==> src/rtl/iter_shift_ctrl.sv <==
// Iterative SLL/SRL/SRA unit: shifts one bit per SHIFT cycle, with a one-cycle done pulse.
// Optional macro SHIFT_BY4_EN: shift by 4 per cycle while at least 4 positions remain.
module iter_shift_ctrl #(
  parameter int XLEN = 32,
  parameter int SW   = $clog2(XLEN)
) (
  input  logic            clk,
  input  logic            rst_n,
  input  logic            start,
  input  logic            kill,
  input  logic [1:0]      op,
  input  logic [XLEN-1:0] operand,
  input  logic [SW-1:0]   shamt,
  output logic            busy,
  output logic            done,
  output logic [XLEN-1:0] result
);

  typedef enum logic [1:0] {
    IDLE  = 2'b00,
    SHIFT = 2'b01,
    DONE  = 2'b10
  } state_t;

  typedef enum logic [1:0] {
    OP_SLL = 2'b00,
    OP_SRL = 2'b01,
    OP_SRA = 2'b10,
    OP_ALT = 2'b11
  } op_t;

  state_t          state_q, state_d;
  op_t             op_q, op_d;
  logic [XLEN-1:0] work_q, work_d;
  logic [SW-1:0]   count_q, count_d;
  logic [XLEN-1:0] result_q, result_d;

  logic            step_four;
  logic [SW-1:0]   step_amt;
  logic [XLEN-1:0] work_shifted;

`ifdef SHIFT_BY4_EN
  assign step_four = (count_q >= SW'(4));
`else
  assign step_four = 1'b0;
`endif

  assign step_amt = step_four ? SW'(4) : SW'(1);

  // Right shifts fill with the sign bit only for SRA; op 11 behaves as SLL.
  function automatic logic [XLEN-1:0] shift_step(input logic [XLEN-1:0] v,
                                                 input op_t o,
                                                 input logic four);
    logic fill;
    fill = (o == OP_SRA) ? v[XLEN-1] : 1'b0;
    case (o)
      OP_SRL, OP_SRA: return four ? {{4{fill}}, v[XLEN-1:4]} : {fill, v[XLEN-1:1]};
      default:        return four ? {v[XLEN-5:0], 4'b0000} : {v[XLEN-2:0], 1'b0};
    endcase
  endfunction

  assign work_shifted = shift_step(work_q, op_q, step_four);

  // NOTE: every signal assigned here gets a default first, so no path can infer a latch.
  always_comb begin
    state_d  = state_q;
    op_d     = op_q;
    work_d   = work_q;
    count_d  = count_q;
    result_d = result_q;

    case (state_q)
      IDLE: begin
        if (start && !kill) begin
          op_d    = op_t'(op);
          work_d  = operand;
          count_d = shamt;
          if (shamt == '0) begin
            state_d  = DONE;
            result_d = operand;
          end else begin
            state_d = SHIFT;
          end
        end
      end

      SHIFT: begin
        if (kill) begin
          state_d = IDLE;
        end else begin
          work_d  = work_shifted;
          count_d = count_q - step_amt;
          // result is only published on the final step, never mid-shift
          if (count_q == step_amt) begin
            state_d  = DONE;
            result_d = work_shifted;
          end
        end
      end

      DONE:    state_d = IDLE;
      default: state_d = IDLE;
    endcase
  end

  // NOTE: sequential state uses non-blocking assignments; reset is asynchronous active-low
  // and clears every register so outputs drop to zero without waiting for a clock edge.
  always_ff @(posedge clk or negedge rst_n) begin
    if (!rst_n) begin
      state_q  <= IDLE;
      op_q     <= OP_SLL;
      work_q   <= '0;
      count_q  <= '0;
      result_q <= '0;
    end else begin
      state_q  <= state_d;
      op_q     <= op_d;
      work_q   <= work_d;
      count_q  <= count_d;
      result_q <= result_d;
    end
  end

  assign busy   = (state_q != IDLE);
  assign done   = (state_q == DONE);
  assign result = result_q;

endmodule

==> config.mk <==
export PLATFORM = sky130hd
export DESIGN_NAME = iter_shift_ctrl
export DESIGN_NICKNAME = d
export VERILOG_FILES = /design/src/rtl/iter_shift_ctrl.sv
export SDC_FILE = /design/constraint.sdc
export NUM_CORES = 1
export LEC_CHECK = 0
export ABC_CLOCK_PERIOD_IN_PS = 2300
export CORE_ASPECT_RATIO = 0.7
export CORE_MARGIN = 1
export CORE_UTILIZATION = 51
export DETAILED_ROUTE_END_ITERATION = 6
export GPL_TIMING_DRIVEN = 0
export PLACE_DENSITY = 0.8
export SLEW_MARGIN = 20
export SYNTH_ARGS = -nofsm -noshare
export SYNTH_HDL_FRONTEND = slang
export SYNTH_SLANG_ARGS = --single-unit
==> constraint.sdc <==
create_clock -name clk -period 2.3 [get_ports clk]
set_input_delay 0.69 -clock clk [delete_from_list [all_inputs] [get_ports clk]]
set_output_delay 0.69 -clock clk [all_outputs]
set_load 0.01 [all_outputs]
==> results of run 1 <==
through the flow:
step           power (µW)  setup TNS [ns]
2_1_floorplan        3066               0
3_3_place_gp         3836         -150.04
3_5_place_dp         3910          -5.412
4_1_cts              4964               0
5_1_grt              5223               0
6_report             4938               0
path summary, 6_finish.rpt:
check,start,cells after the start,endpoint,slack (ns)
max,shamt[0],6,result[17]$_DFFE_PN0P_,0.13
min,rst_n,1,result[6]$_DFFE_PN0P_,0.30
max reg2reg,op_q[1]$_DFFE_PN0P_,6,work_q[10]$_DFFE_PN0P_,0.31
min reg2reg,result[10]$_DFFE_PN0P_,1,result[10]$_DFFE_PN0P_,0.51
max in group asynchronous,rst_n,2,work_q[27]$_DFFE_PN0P_,1.44
min in group clk,result[10]$_DFFE_PN0P_,1,result[10]$_DFFE_PN0P_,0.51
what timing repair did:
item,in CTS,in global routing
gates resized for setup,1,1
setup buffers,0,0
pin swaps,0,0
setup endpoints to repair,1,1
sequential cells by signal, summed over array words and instances, names as in the netlist:
name / count
work_q: 32
result: 32
count_q: 5
state_q: 2
op_q: 2
cells in the mapped netlist, drive strengths merged:
library cell / n / area [µm²]
dfrtp: 73 / 1827
mux2i: 42 / 420.4
mux2: 41 / 525.5
o21ai: 39 / 206.5
nand2: 34 / 127.6
nor2: 23 / 93.84
a21oi: 18 / 101.4
buf: 17 / 123.9
inv: 16 / 60.06
clkbuf: 4 / 16.26
ha: 3 / 37.54
nand3b: 3 / 22.52
nor3: 3 / 20.02
nand2b: 2 / 12.51
nor2b: 2 / 12.51
a211oi: 1 / 7.510
a22oi: 1 / 7.510
a31oi: 1 / 6.260
a41oi: 1 / 8.760
nand4b: 1 / 15.01
nor3b: 1 / 7.510
nor4: 1 / 6.260
o22a: 1 / 8.760
or2: 1 / 6.260
or3: 1 / 6.260
layout make-up:
cell class	instances	area share
Tap cell	94	0.02456
Clock buffer	10	0.02874
Buffer	21	0.02927
Sequential cell	73	0.3815
Multi-Input combinational cell	220	0.3467
Timing Repair Buffer	77	0.1628
Clock inverter	6	0.01385
Inverter	16	0.01254
layer usage:
metal  global-route usage  vias up  part of all wire
met4              0.06602        0             0.010
met3              0.07589        9             0.064
met2               0.3460       90              0.44
li1                     -     1313                 -
met5                    0        -                 0
met1               0.3374     1380              0.49
cells by family (layout without fill, tap and decap cells):
family,after synthesis,in the layout,synth area share
compound gates,62,62,0.09400
flops,73,73,0.4954
mux,83,83,0.2565
fa+ha+maj,3,3,0.01018
buf+inv,37,130,0.05429
simple gates,72,72,0.08958
critical path: cells and delay by family:
family | cells | cell delay, ns
multiplexers | 1 | 0.31
AND/OR/NAND/NOR | 2 | 0.38
AO/OA/AOI/OAI | 1 | 0.35
buffers and inverters | 2 | 0.67
power breakdown:
| part | internal [µW] | switching (µW) |
|---|---|---|
| Combinational | 1090 | 796 |
| Sequential | 1720 | 294 |
| Clock | 532 | 506 |
| Total | 3340 | 1600 |
==> metrics list, run 1 <==
* Result of the run: completed
- Synthesized area per cell: 11.17 µm²
- Maximum clock skew at final layout: 0.009413 ns
* Worst Slack Setup Final: 0.1329 ns
- Source-to-sink clock delay at the later pin of the worst-skew pair: 0.36 ns
* Number of cell rows: 25
- Final standard cell area without fillers: 4788 µm²
- Area grow syn2layout: 29.86%
- Clock period minus worst slack: 2.167 ns
- Cell count after synthesis: 330
- Once layout is complete, the cells apart from fillers number 517.
* Peak Freq: 461.4 MHz
* GPL Wtd Cong: 0.8237
- H-tree level count: 3
- The number of pins with negative max-slew slack in the final report was 0.
* Pleak: 0.002167 µW
- Routed via count divided by cell count: 5.400
- On the final layout, the worst hold slack is 0.2969 ns.
- Total congestion overflow: 0
- Die footprint: 7580 µm²
- Number of design-rule violations left by the first detailed-router iteration: 165
- The worst-case IR drop observed on VDD is 0.6051 mV.
- Most frequent cells in the layout: sky130_fd_sc_hd__dfrtp_1 (73), sky130_fd_sc_hd__clkdlybuf4s50_1 (73), sky130_fd_sc_hd__mux2i_1 (42)
- Pin count of the biggest net entering global routing: 40
* Kind of critical path: input pin to flop
- Crit path required time: 2.54 ns
- The path class of the tightest hold or removal check is input pin to async pin.
- Count of endpoints failing hold in the final timing report: 0
- Worst stage delay on the critical path: 0.47 ns
* Wire length of the first global-routing pass: 13670 µm
* Net total in the final layout: 464
- First-pass iteration count of the detailed router: 5
- TritonCTS built the clock tree.
- The routed design has 8346 µm of wire.
* Average wire length per cell after detail routing: 16.14 µm
- The layout has 518 filler cells.
* Register area share after synthesis: 0.4954
- Chip height: 73.14 µm
* Setup-violating endpoint count in the final report: 0
- Setup repair after global routing left no endpoint under its margin.
* Number of global-route vias before repair: 2746
- The floorplan step set the die width to 103.6 µm.
* Instance area at placement: 4583 µm²
- The number of different library cells used by synthesis comes to 35.
- At the pin with the least slew margin, the transition time is 0.5042 ns.
- Tcrit/Tclk final: 0.9422
* Crit path max fanout: 10
- For this run, the share of the core covered by cells in the final layout is 0.6958.
- Max-Slew Margin vs Limit: 0.6639
- In the final layout, flip-flops and latches occupy 1827 µm².
- Synthesized area: 3687 µm²
* Cell chain of the critical path: clkdlybuf4s50_1 > nor3_2 > nand3b_1 > a21oi_4 > buf_12 > mux2_4
- Multi-input logic area: 1660 µm²
* Synth warnings: 0
- ANT cells: 0
- Counting along the longest clock path gives a buffer depth of 2.
* Arrival time of the worst setup path: 2.40 ns
- The worst setup path is captured at a flop.
- The root buffer cell chosen for the clock tree is sky130_fd_sc_hd__clkbuf_8.
- At the placement stage, the worst setup path has a slack of -0.2258 ns.
* Number of top-level pins: 77
- In this run, CTS created clock tree buffers numbering 9.
- Count of maximum capacitance violations: 0
* Number of clock sinks: 73
* Startpoint Class: input pin
- The core region is 6882 µm².
* Share of layout cells above drive strength 1: 0.1939
- Synthesis inferred 73 register bits.
- Cell Count Post-Placement: 501
* Number of nets in the synthesized netlist: 376
- The initial utilization of the core area, before any placement, comes to 0.5358.
* CP max-delay cell: sky130_fd_sc_hd__clkdlybuf4s50_1
* Post-route ant nets: 0
- After clock tree synthesis, the clock-pin slew on the worst setup and hold paths is 0.08 ns.
- Drc violations: 0
- The wire-length estimate of the detail-placed layout is 5970 µm.
- In this run the power density over the cells is 1031 nW/µm².
* IO Port Bufs: 76
- Overall global routing resource usage: 0.2364
- Summing over every cut layer, the via total after detailed routing is 2792.
- The initial antenna violation count was 0.
- In this run, post-CTS hold repair placed 0 buffers.
No activity file was read; power rests on OpenSTA's default activity.
==> inputs of run 2 (changes only) <==
SLEW_MARGIN = default   (was 20)
==> metrics list, run 2 (same netlist as run 1, synthesis figures left out) <==
- The switching power share of the total was 0.3235 (about the same).
* Most frequent cells in the layout: sky130_fd_sc_hd__clkdlybuf4s50_1 (74), sky130_fd_sc_hd__dfrtp_1 (73), sky130_fd_sc_hd__mux2i_1 (42)
- Crit path max fanout: 10 (unchanged)
- Die outline width: 103.6 µm (unchanged)
- STA classifies the critical path endpoint as an output pin.
- The critical path is of the flop to output pin type.
- Clock period minus worst slack: 2.228 ns (+0.06053 ns)
- The endpoint identified for the worst register-to-register timing path is work_q[10]$_DFFE_PN0P_.
- Multi-input logic area: 1660 µm² (unchanged)
- The initial antenna violation count is 0 (unchanged).
- Worst Slack Setup Final: 0.07235 ns (-0.06053 ns)
- Reg-to-reg setup timing slack: 0.31 ns (about the same)
- Result of the run: completed
* Clk pwr share: 0.209 (about the same)
- The final routed DRC violation total is 0 (unchanged).
- Source-to-sink clock delay at the later pin of the worst-skew pair: 0.36 ns (about the same)
* Total congestion overflow: 0 (unchanged)
- Number of top-level pins: 77 (unchanged)
- Cell chain of the critical path: buf_4 > nor2b_1 > clkdlybuf4s50_1
- The areal power density over the cells came to 1031 nW/µm² (about the same).
- The combinational fraction of design power is 0.383 (about the same).
* Hold WC Path Type: input pin to async pin
- The headroom to the max-slew limit is 0.7009 (+0.03705).
- H-tree level count: 3 (unchanged)
* IO Port Bufs: 76 (unchanged)
- Worst Setup SP: state_q[0]$_DFFE_PN0P_
- Initial core utilization: 0.5358 (unchanged)
- The placement row count was 25 (unchanged).
- TritonCTS Buffers: 9 (unchanged)
* Endpoint of the most critical setup path: done
- Post-route ant nets: 0 (unchanged)
- The first-pass GRT wire length came to 13570 µm (-0.75%).
* Depth of the worst register-to-register path: 6 (unchanged)
- The slowest stage of the critical path is the sky130_fd_sc_hd__clkdlybuf4s50_1 cell.
- The final weighted congestion in routability-driven placement is 0.8237 (unchanged).
* Clock slew at reported path FFs: 0.08 ns (about the same)
- The half-perimeter wire length of the detailed placement result is 5928 µm (-0.70%).
* Post-placement setup slack: -0.2253 ns (+0.0005530 ns)
- The transition time at the pin with the least slew margin was 0.4486 ns (-0.05557 ns).
- Peak Freq: 448.9 MHz (-2.7%)
* Number of global-route vias before repair: 2758 (+0.44%)
- The worst ir drop on vdd was 0.6423 mV (+6.2%).
* Total length of routed wires: 8445 µm (+1.2%)
- First-pass iteration count of the detailed router: 4 (-1)
- The setup fix buffers added after clock tree synthesis came to 0 (unchanged).
- Overall global routing resource usage: 0.2359 (-0.0005090)
- Number of design-rule violations left by the first detailed-router iteration: 135 (-18%)
- The largest clock skew in the final design was 0.007061 ns (-0.002352 ns).
- The number of pins with negative max-slew slack in the final report is 0 (unchanged).
- Register share of total power: 0.408 (about the same)
* Setup-violating endpoint count in the final report: 0 (unchanged)
* Count of maximum capacitance violations: 0 (unchanged)
- The number of cells in the finished layout apart from fillers was 517 (unchanged).
- The area occupied by registers is 1827 µm² (unchanged).
- The routed via count came to 2758 (-1.2%).
- Placeable core area: 6882 µm² (unchanged)
* Number of filler instances in the final layout: 527 (+1.7%)
- Pleak: 0.002152 µW (-0.71%)
- Crit Reg-Reg Startpoint: op_q[1]$_DFFE_PN0P_
* Final Power: 4941 µW (about the same)
* Arrival time of the worst setup path: 1.54 ns (-0.86 ns)
- Power Internal: 3342 µW (about the same)
* Routed via count divided by cell count: 5.335 (-1.2%)
- The worst setup path is launched from a flop.
* Buffers from clock root to sink, at most: 2 (unchanged)
- Number of clock sinks: 73 (unchanged)
* Worst stage delay on the critical path: 0.54 ns (+0.07 ns)
- Share of layout cells above drive strength 1: 0.1939 (unchanged)
- Switching power summed over all nets: 1598 µW (+0.11%)
- Root buf cell: sky130_fd_sc_hd__clkbuf_8
* Critical path depth: 3 (-3)
- ANT cells: 0 (unchanged)
* TritonCTS clock tree: yes
- The number of hold violations in the final report came to 0 (unchanged).
- Setup repair after global routing left no endpoint under its margin.
- The routed wirelength normalized by instance count was 16.33 µm (+1.2%).
- Leaving out fill and tap cells, the most frequent cell in the layout is sky130_fd_sc_hd__clkdlybuf4s50_1.
- The post-layout net count came to 464 (unchanged).
- The count of placed standard cells including taps was 501 (unchanged).
* Buf+Inv Stages, Crit Path: 2 (unchanged)
- Area grow syn2layout: 30.00%
- Crit path required time: 1.61 ns (-0.93 ns)
- Top Family by Delay on Critical Path: buffers and inverters
* Pin count of the biggest net entering global routing: 65 (+63%)
* Chip height: 73.14 µm (unchanged)
* Die footprint: 7580 µm² (unchanged)
- Tcrit/Tclk final: 0.9685 (+0.02632)
run 2: cell count changes in the layout (fill, tap and decap cells not counted), sizes merged:
cell / previous run / this run
clkdlybuf4s50: 73 / 74
dlymetal6s2s: 1 / 0
run 2: routing by layer:
layer | track usage | up-vias | share of wire | routed length, µm
met4 | 0.08857 | 0 | 0.017 | 140
met1 | 0.3210 | 1346 | 0.48 | 4030
met5 | 0 | - | 0 | 0
met2 | 0.3624 | 87 | 0.45 | 3834
met3 | 0.06696 | 12 | 0.052 | 439
li1 | - | 1313 | - | -
run 2: stage by stage:
| stage | utilization | TNS [ns] | area, µm² | hold WS, ns |
|---|---|---|---|---|
| floorplan | - | 0 | 3687 | 0.3944 |
| global placement | 0.6635 | -150.04 | 4566 | 0.4923 |
| detailed placement | 0.6671 | -5.406 | 4591 | 0.4973 |
| CTS | 0.6965 | 0 | 4793 | 0.1444 |
| global route | 0.6965 | 0 | 4793 | 0.1466 |
| finish | 0.6965 | 0 | 4793 | 0.1520 |
run 2: worst min path at each step:
stage | start | to | slack, ns | cells past startpoint
floorplan | rst_n | count_q[0]$_DFFE_PN0P_ | 0.39 | 0
global placement | work_q[0]$_DFFE_PN0P_ | work_q[0]$_DFFE_PN0P_ | 0.49 | 1
detailed placement | result[7]$_DFFE_PN0P_ | result[7]$_DFFE_PN0P_ | 0.50 | 1
CTS | rst_n | result[5]$_DFFE_PN0P_ | 0.14 | 1
global route | rst_n | op_q[1]$_DFFE_PN0P_ | 0.15 | 1
finish | rst_n | result[5]$_DFFE_PN0P_ | 0.15 | 1
run 2: final cells by class:
| cell class | count | share of cell area |
|---|---|---|
| repair buffers | 77 | 0.1637 |
| clock buffers | 10 | 0.02871 |
| inverters | 16 | 0.01253 |
| clock inverters | 6 | 0.01383 |
| multi-input cells | 220 | 0.3464 |
| flip-flops and latches | 73 | 0.3811 |
| well taps | 94 | 0.02454 |
| plain buffers | 21 | 0.02924 |
run 2: repair_timing:
item                       in CTS  in global routing
setup endpoints to repair       1                  0
resized for setup               1                  0
hold buffers                    0                  0
run 2: power by group through the flow:
| stage | clock network, µW | logic [µW] | registers, µW |
|---|---|---|---|
| floorplan | 0 | 983 | 2080 |
| global placement | 0 | 1830 | 2010 |
| global route | 1100 | 2050 | 2070 |
| detailed placement | 0 | 1880 | 2030 |
| CTS | 1050 | 1900 | 2010 |
| finish | 1030 | 1890 | 2020 |
